--- src/rtl/fprint_write_arbiter.sv ---
// Round-robin write arbiter: per-core one-entry Avalon-MM write buffers
// drained onto the single CFPU fingerprint write port, tagged by core index.
module fprint_write_arbiter #(
  parameter int NUM_CORES        = 2,
  parameter int LOCAL_ADDR_WIDTH = 4,
  parameter int CORE_ID_WIDTH    = 4,
  parameter int DATA_WIDTH       = 32
) (
  input  logic                                     clk,
  input  logic                                     reset,
  input  logic [NUM_CORES*LOCAL_ADDR_WIDTH-1:0]    s_address,
  input  logic [NUM_CORES-1:0]                     s_write,
  input  logic [NUM_CORES*DATA_WIDTH-1:0]          s_writedata,
  output logic [NUM_CORES-1:0]                     s_waitrequest,
  output logic [CORE_ID_WIDTH+LOCAL_ADDR_WIDTH-1:0] m_address,
  output logic                                     m_write,
  output logic [DATA_WIDTH-1:0]                    m_writedata,
  input  logic                                     m_waitrequest,
  output logic                                     busy
);

  localparam int MAW = CORE_ID_WIDTH + LOCAL_ADDR_WIDTH;

  typedef logic [CORE_ID_WIDTH-1:0] idx_t;

  typedef struct packed {
    logic found;
    idx_t idx;
  } pick_t;

  typedef enum logic {
    IDLE,
    ISSUE
  } state_t;

  state_t                      state_q, state_d;
  logic [NUM_CORES-1:0]        valid_q;
  logic [LOCAL_ADDR_WIDTH-1:0] addr_q [NUM_CORES];
  logic [DATA_WIDTH-1:0]       data_q [NUM_CORES];
  idx_t                        last_grant_q, last_grant_d;
  idx_t                        grant_q, grant_d;

  logic [NUM_CORES-1:0]        accept;
  logic [NUM_CORES-1:0]        drain;
  logic [NUM_CORES-1:0]        grant_oh;
  logic                        load;
  pick_t                       pk;
  logic [LOCAL_ADDR_WIDTH-1:0] sel_addr;
  logic [DATA_WIDTH-1:0]       sel_data;
  logic [MAW-1:0]              m_address_d;
  logic                        m_write_d;
  logic [DATA_WIDTH-1:0]       m_writedata_d;

  // First set bit of req searching upward from base+1, wrapping at NUM_CORES.
  function automatic pick_t rr_pick(
    input logic [NUM_CORES-1:0] req,
    input idx_t                 base
  );
    pick_t r;
    r = '0;
    for (int k = 1; k <= NUM_CORES; k++) begin
      for (int j = 0; j < NUM_CORES; j++) begin
        if (!r.found && req[j] &&
            (j == ((int'(base) + k) % NUM_CORES))) begin
          r.found = 1'b1;
          r.idx   = idx_t'(j);
        end
      end
    end
    return r;
  endfunction

  assign s_waitrequest = valid_q;
  assign busy          = (|valid_q) | m_write;

  // A core's write is taken only while its buffer is empty.
  always_comb begin
    accept = s_write & ~valid_q;
  end

  // One-hot of the currently granted core.
  always_comb begin
    grant_oh = '0;
    for (int j = 0; j < NUM_CORES; j++) begin
      if (idx_t'(j) == grant_q) grant_oh[j] = 1'b1;
    end
  end

  // Buffer contents of the core about to be granted.
  always_comb begin
    sel_addr = '0;
    sel_data = '0;
    for (int j = 0; j < NUM_CORES; j++) begin
      if (idx_t'(j) == grant_d) begin
        sel_addr = addr_q[j];
        sel_data = data_q[j];
      end
    end
  end

  // Arbiter next state, grant selection and master output loading.
  always_comb begin
    state_d       = state_q;
    last_grant_d  = last_grant_q;
    grant_d       = grant_q;
    drain         = '0;
    load          = 1'b0;
    pk            = '0;
    m_write_d     = m_write;
    m_address_d   = m_address;
    m_writedata_d = m_writedata;
    unique case (state_q)
      IDLE: begin
        m_write_d = 1'b0;
        pk = rr_pick(valid_q, last_grant_q);
        if (pk.found) begin
          load      = 1'b1;
          grant_d   = pk.idx;
          m_write_d = 1'b1;
          state_d   = ISSUE;
        end
      end
      ISSUE: begin
        if (!m_waitrequest) begin
          drain        = grant_oh;
          last_grant_d = grant_q;
          pk = rr_pick(valid_q & ~grant_oh, grant_q);
          if (pk.found) begin
            load      = 1'b1;
            grant_d   = pk.idx;
            m_write_d = 1'b1;
          end else begin
            m_write_d = 1'b0;
            state_d   = IDLE;
          end
        end
      end
    endcase
    if (load) begin
      m_address_d   = {grant_d, sel_addr};
      m_writedata_d = sel_data;
    end
  end

  // Per-core holding buffers: fill on accept, empty on master handoff.
  always_ff @(posedge clk or posedge reset) begin
    if (reset) begin
      valid_q <= '0;
      for (int i = 0; i < NUM_CORES; i++) begin
        addr_q[i] <= '0;
        data_q[i] <= '0;
      end
    end else begin
      valid_q <= (valid_q & ~drain) | accept;
      for (int i = 0; i < NUM_CORES; i++) begin
        if (accept[i]) begin
          addr_q[i] <= s_address[i*LOCAL_ADDR_WIDTH +: LOCAL_ADDR_WIDTH];
          data_q[i] <= s_writedata[i*DATA_WIDTH +: DATA_WIDTH];
        end
      end
    end
  end

  // Arbiter state and registered master outputs.
  always_ff @(posedge clk or posedge reset) begin
    if (reset) begin
      state_q      <= IDLE;
      last_grant_q <= idx_t'(NUM_CORES - 1);
      grant_q      <= '0;
      m_write      <= 1'b0;
      m_address    <= '0;
      m_writedata  <= '0;
    end else begin
      state_q      <= state_d;
      last_grant_q <= last_grant_d;
      grant_q      <= grant_d;
      m_write      <= m_write_d;
      m_address    <= m_address_d;
      m_writedata  <= m_writedata_d;
    end
  end

endmodule

--- config.mk ---
export PLATFORM = sky130hd
export DESIGN_NAME = fprint_write_arbiter
export DESIGN_NICKNAME = d
export VERILOG_FILES = /design/src/rtl/fprint_write_arbiter.sv
export SDC_FILE = /design/constraint.sdc
export NUM_CORES = 1
export LEC_CHECK = 0
export CAP_MARGIN = 5
export CORE_MARGIN = 5
export CORE_UTILIZATION = 45
export CTS_BUF_LIST = sky130_fd_sc_hd__clkbuf_4 sky130_fd_sc_hd__clkbuf_8
export DETAILED_ROUTE_END_ITERATION = 8
export PLACE_DENSITY = 0.75
export SLEW_MARGIN = 20
export SYNTH_ARGS = -nofsm -noshare
export SYNTH_HDL_FRONTEND = slang
export SYNTH_SLANG_ARGS = --single-unit
--- constraint.sdc ---
create_clock -name clk -period 5.2 [get_ports clk]
set_clock_uncertainty 0.1 [all_clocks]
set_input_delay 1.04 -clock clk [delete_from_list [all_inputs] [get_ports clk]]
set_output_delay 1.04 -clock clk [all_outputs]
set_load 0.02 [all_outputs]
* Word-level counts from Yosys, hierarchy flattened
Cells that the tools add are included.
Cells by class: equal/unequal tests 7, multiplexer cells 40, add/subtract/negate cells 4, reduce and logical (&&, ||, !) cells 28, bitwise operators 14
Operator list (count):
- 32-bit logical NOT | 4
- 5-bit two-way mux | 20
- 32-bit two-way mux | 2
- 4-bit two-way mux | 5
- 1-bit logical AND | 14
- 1-bit by 4-bit equality test with 1-bit output (first input constant) | 2
- 2-bit equality test (first input constant) | 4
- 4-bit logical NOT | 2
- 4-bit one-hot mux with 2 select lines | 1
- 1-bit two-way mux | 7
- 2-bit bitwise AND | 3
- 1-bit logical NOT | 6
- 2-bit NOT | 3
- 1-bit one-hot mux with 2 select lines | 3
- 1-bit adder (second input constant) | 4
- 1-bit bitwise AND (first input constant) | 4
- 2-bit two-way mux | 2
- 2-bit inequality test (second input constant) | 1
- 1-bit NOT | 2
- 2-bit OR | 1
- 2-bit AND reduction | 1
- 2-bit OR reduction | 1
- 1-bit OR | 1
Storage, ports and cells: output and inout port bits 44, bits of input ports 77, flip-flop bits (word level) 121

* Longest topological paths before layout
depth in word-level cells 32, depth in mapped cells 7

* Worst setup path after synthesis
No wires, ideal clock.
path kind input -> register, start point input s_write[0], end point register addr_q[6] (netlist name), cell stages on the path 4, arrival time 2.173 ns, setup time 0.125 ns, buffers on the path 2, path slack 2.802 ns, cells stage by stage and2b_1 clkbuf_1 clkbuf_1 mux2_2
Between the ends: cells in the longest elaborated chain, start to end 1
Ends and longest elaborated chain:
- start, declared | line 12 | input logic [NUM_CORES-1:0] s_write,
- 2-bit bitwise AND | line 78 | accept = s_write & ~valid_q;
- end signal, assigned by index | line 157 | addr_q[i] <= s_address[i*LOCAL_ADDR_WIDTH +: LOCAL_ADDR_WIDTH];
- end, declared | line 38 | logic [LOCAL_ADDR_WIDTH-1:0] addr_q [NUM_CORES];
No other way between the ends. A chain may end at the register's enable or synchronous reset.

* Final worst setup path
start point register valid_q[1] (netlist: s_waitrequest[1]), end point output busy
Between the ends: cells in the longest elaborated chain, start to end 2
Ends and longest elaborated chain:
- start, declared | line 37 | logic [NUM_CORES-1:0] valid_q;
- start signal, assigned | line 154 | valid_q <= (valid_q & ~drain) | accept;
- 2-bit OR reduction | line 74 | assign busy = (|valid_q) | m_write;
- 1-bit OR | line 74
- end, declared | line 19 | output logic busy
No other way between the ends.

==> flow_summary.ini <==
[run_status]
status = finished, final reports clean

[logic_synthesis]
async_flop_share = 1.00
ys_types = 30
ys_ff_latch = 121
avgSynthCellArea_um2 = 12.1
synth_top_area_cell = dfrtp_1
ys.flop_type = dfrtp_1
seq_area_frac_synth = 0.612
synth_area_mm2 = 0.00495
yosys-top-cells-area = dfrtp_1, mux2_2, a31oi_1
syn_inst = 409
syn_nets = 486
synth_top_family_by_area = multiplexers
yosys_warnings = 0
synth_top_area_share = 0.607
synthSimpleGateAreaFrac = 0.0888
synth_compound_area_frac = 0.0999
synth_edf_count = 0
synth.area.mux_share = 0.168
synthAdderAreaFrac = 0
synth_xor_area_frac = 0

[sta]
fin_crit_ns = 3.09
max_freq_mhz = 324
slew_viol_final = 0
rsz0062_at_grt = no
hold_violations = 0
slew_headroom = 0.364
worstMarginPinSlew_ns = 0.953
hold_slack_ns = 0.399
setup_viol = 0
tns_ns = 0
fin_ws_ns = 2.11
fin_crit_sh = 0.594

[layout]
drive_gt1_frac = 0.226
nets = 599
area_growth_pct = 37.9
final_area_mm2 = 0.00682
fin_cells = 675
final_util = 0.632
n_antenna_cell = 0

[global_routing]
gr-total-overflow = 0
grt_pass1_vias = 3927
grt_use_total = 0.194
antenna_found_initial = 0
grt_max_degree = 49
grt_pass1_wl_um = 19900

[die]
rows = 38
initial_utilization = 0.458
core_mm2 = 0.0108
die_h_um = 115
ios = 121
dieWidth_um = 115
die-area_mm2 = 0.0132

[critical_path]
slowest_stage = clkdlybuf4s50_1
cp-end-kind = primary output
critical_path_required_ns = 4.06
cp_max_fo = 13
cp-start-kind = flop
crit_chain = or3_1, clkdlybuf4s50_1
cpPeakStageDelay_ns = 0.55
arrival_ns = 1.95
crit_type = flop to primary output

[clocking]
cts_resized = 0
cts_setup_buffers = 0
h-tree-depth = 4
holdBufCountCts = 0
worstSkewPairLatency_ns = 0.42
cts_tree = yes
numCtsBuffers = 17
clock-sinks = 121
ctsRootBufferMaster = clkbuf_8
path_clk_slew_ns = 0.07
clock_path_buffers = 2

[power]
power_mw = 4.77
clock_power_share = 0.230
pwr-share-comb = 0.410
leakagePower_nw = 2.78
peakVddDrop_mv = 0.427
power.switching_mw = 1.70
powerDensity_mw_per_mm2 = 700
p_int_mw = 3.07
swShare = 0.357
seqPwrFrac = 0.360

[drt]
dr_total_vias = 3735
wl_um = 12500
ant_nets = 0
drtIter0Drc = 253
first_pass_iters = 5
drc = 0
via_per_inst = 5.53
wl_per_cell_um = 18.5

[min_path]
worstHoldPathType = flop to flop

[placement]
dpl_cell_area_mm2 = 0.00627
post-place-cells = 642
dpl.hpwl_um = 8060
place_ws_ns = 1.80
gp_congestion = 0.740
port_buffers = 120

[flow_run]
drv_cap = 0
-- sequential cells by signal, indices dropped and copies added (netlist names) --
name	flops
last_grant_q	1
addr_q	8
m_write	1
s_waitrequest	2
data_q	64
m_writedata	32
grant_q	4
m_address	8
state_q	1
-- routing by layer --
layer / share of wire / vias to the layer above / track usage
met5: 0 / - / 0
met4: 0.021 / 0 / 0.0751
met3: 0.066 / 20 / 0.0563
met2: 0.51 / 147 / 0.321
met1: 0.40 / 1879 / 0.241
li1: - / 1689 / -
-- power by group through the flow --
stage / logic (mW) / clock network, mW / registers, mW
2_1_floorplan: 1.14 / 0 / 1.81
3_3_place_gp: 1.87 / 0 / 1.71
3_5_place_dp: 1.95 / 0 / 1.73
4_1_cts: 1.96 / 1.11 / 1.72
5_1_grt: 2.13 / 1.16 / 1.77
6_report: 1.96 / 1.10 / 1.72
-- cells in the mapped netlist, types with 2 or more instances --
cell      instances
o21ai_0          38
nand3_1          36
mux2_2           74
nor2b_1           8
o21a_1            2
nor3_1            3
nand2_1           3
buf_2             6
inv_1             3
buf_1             2
clkbuf_1         23
a31oi_1          36
nor2_1           39
dfrtp_1         120
-- cell families (layout without fill, tap and decap cells) --
group	Yosys count	after routing
compound gates	84	84
buf+inv	36	162
mux	74	74
flops	121	121
simple gates	94	94
-- layout make-up --
type / instances / area, µm²
Inverter: 3 / 13.8
Timing Repair Buffer: 127 / 1280
Clock buffer: 19 / 249
Clock inverter: 13 / 273
Fill cell: 844 / 3970
Sequential cell: 121 / 3030
Multi-Input combinational cell: 252 / 1800
Tap cell: 140 / 175
-- final timing paths --
path                                  startpoint        endpoint  slack [ns]  cells past startpoint
worst max-delay path            s_waitrequest[1]            busy        2.11                      2
worst min-delay path                  grant_q[1]      grant_q[1]        0.40                      1
worst max register to register  s_waitrequest[1]  m_writedata[5]        2.75                      5
worst min register to register        grant_q[1]      grant_q[1]        0.40                      1
max in group asynchronous                  reset      data_q[34]        3.15                      3
min in group asynchronous                  reset      data_q[54]        0.93                      2
-- layout by cell type, fill, tap and decap left out, drive strengths merged, types with 2 or more instances in the layout --
cell type and instances:
dfrtp 120, clkdlybuf4s50 120, mux2 74, nor2 39
o21ai 38, nand3 36, a31oi 36, clkbuf 19
bufinv 8, nor2b 8, buf 7, nand2 3
nor3 3, clkinvlp 3, inv 3, clkinv 2
o21a 2
-- worst max-delay path, delay by kind of cell (launching register included) --
kind / cells / cell delay, ns
flip-flops: 1 / 0.54
AND/OR/NAND/NOR: 1 / 0.42
buffers and inverters: 1 / 0.55
Note: power is estimated with default switching activity, not from simulation.
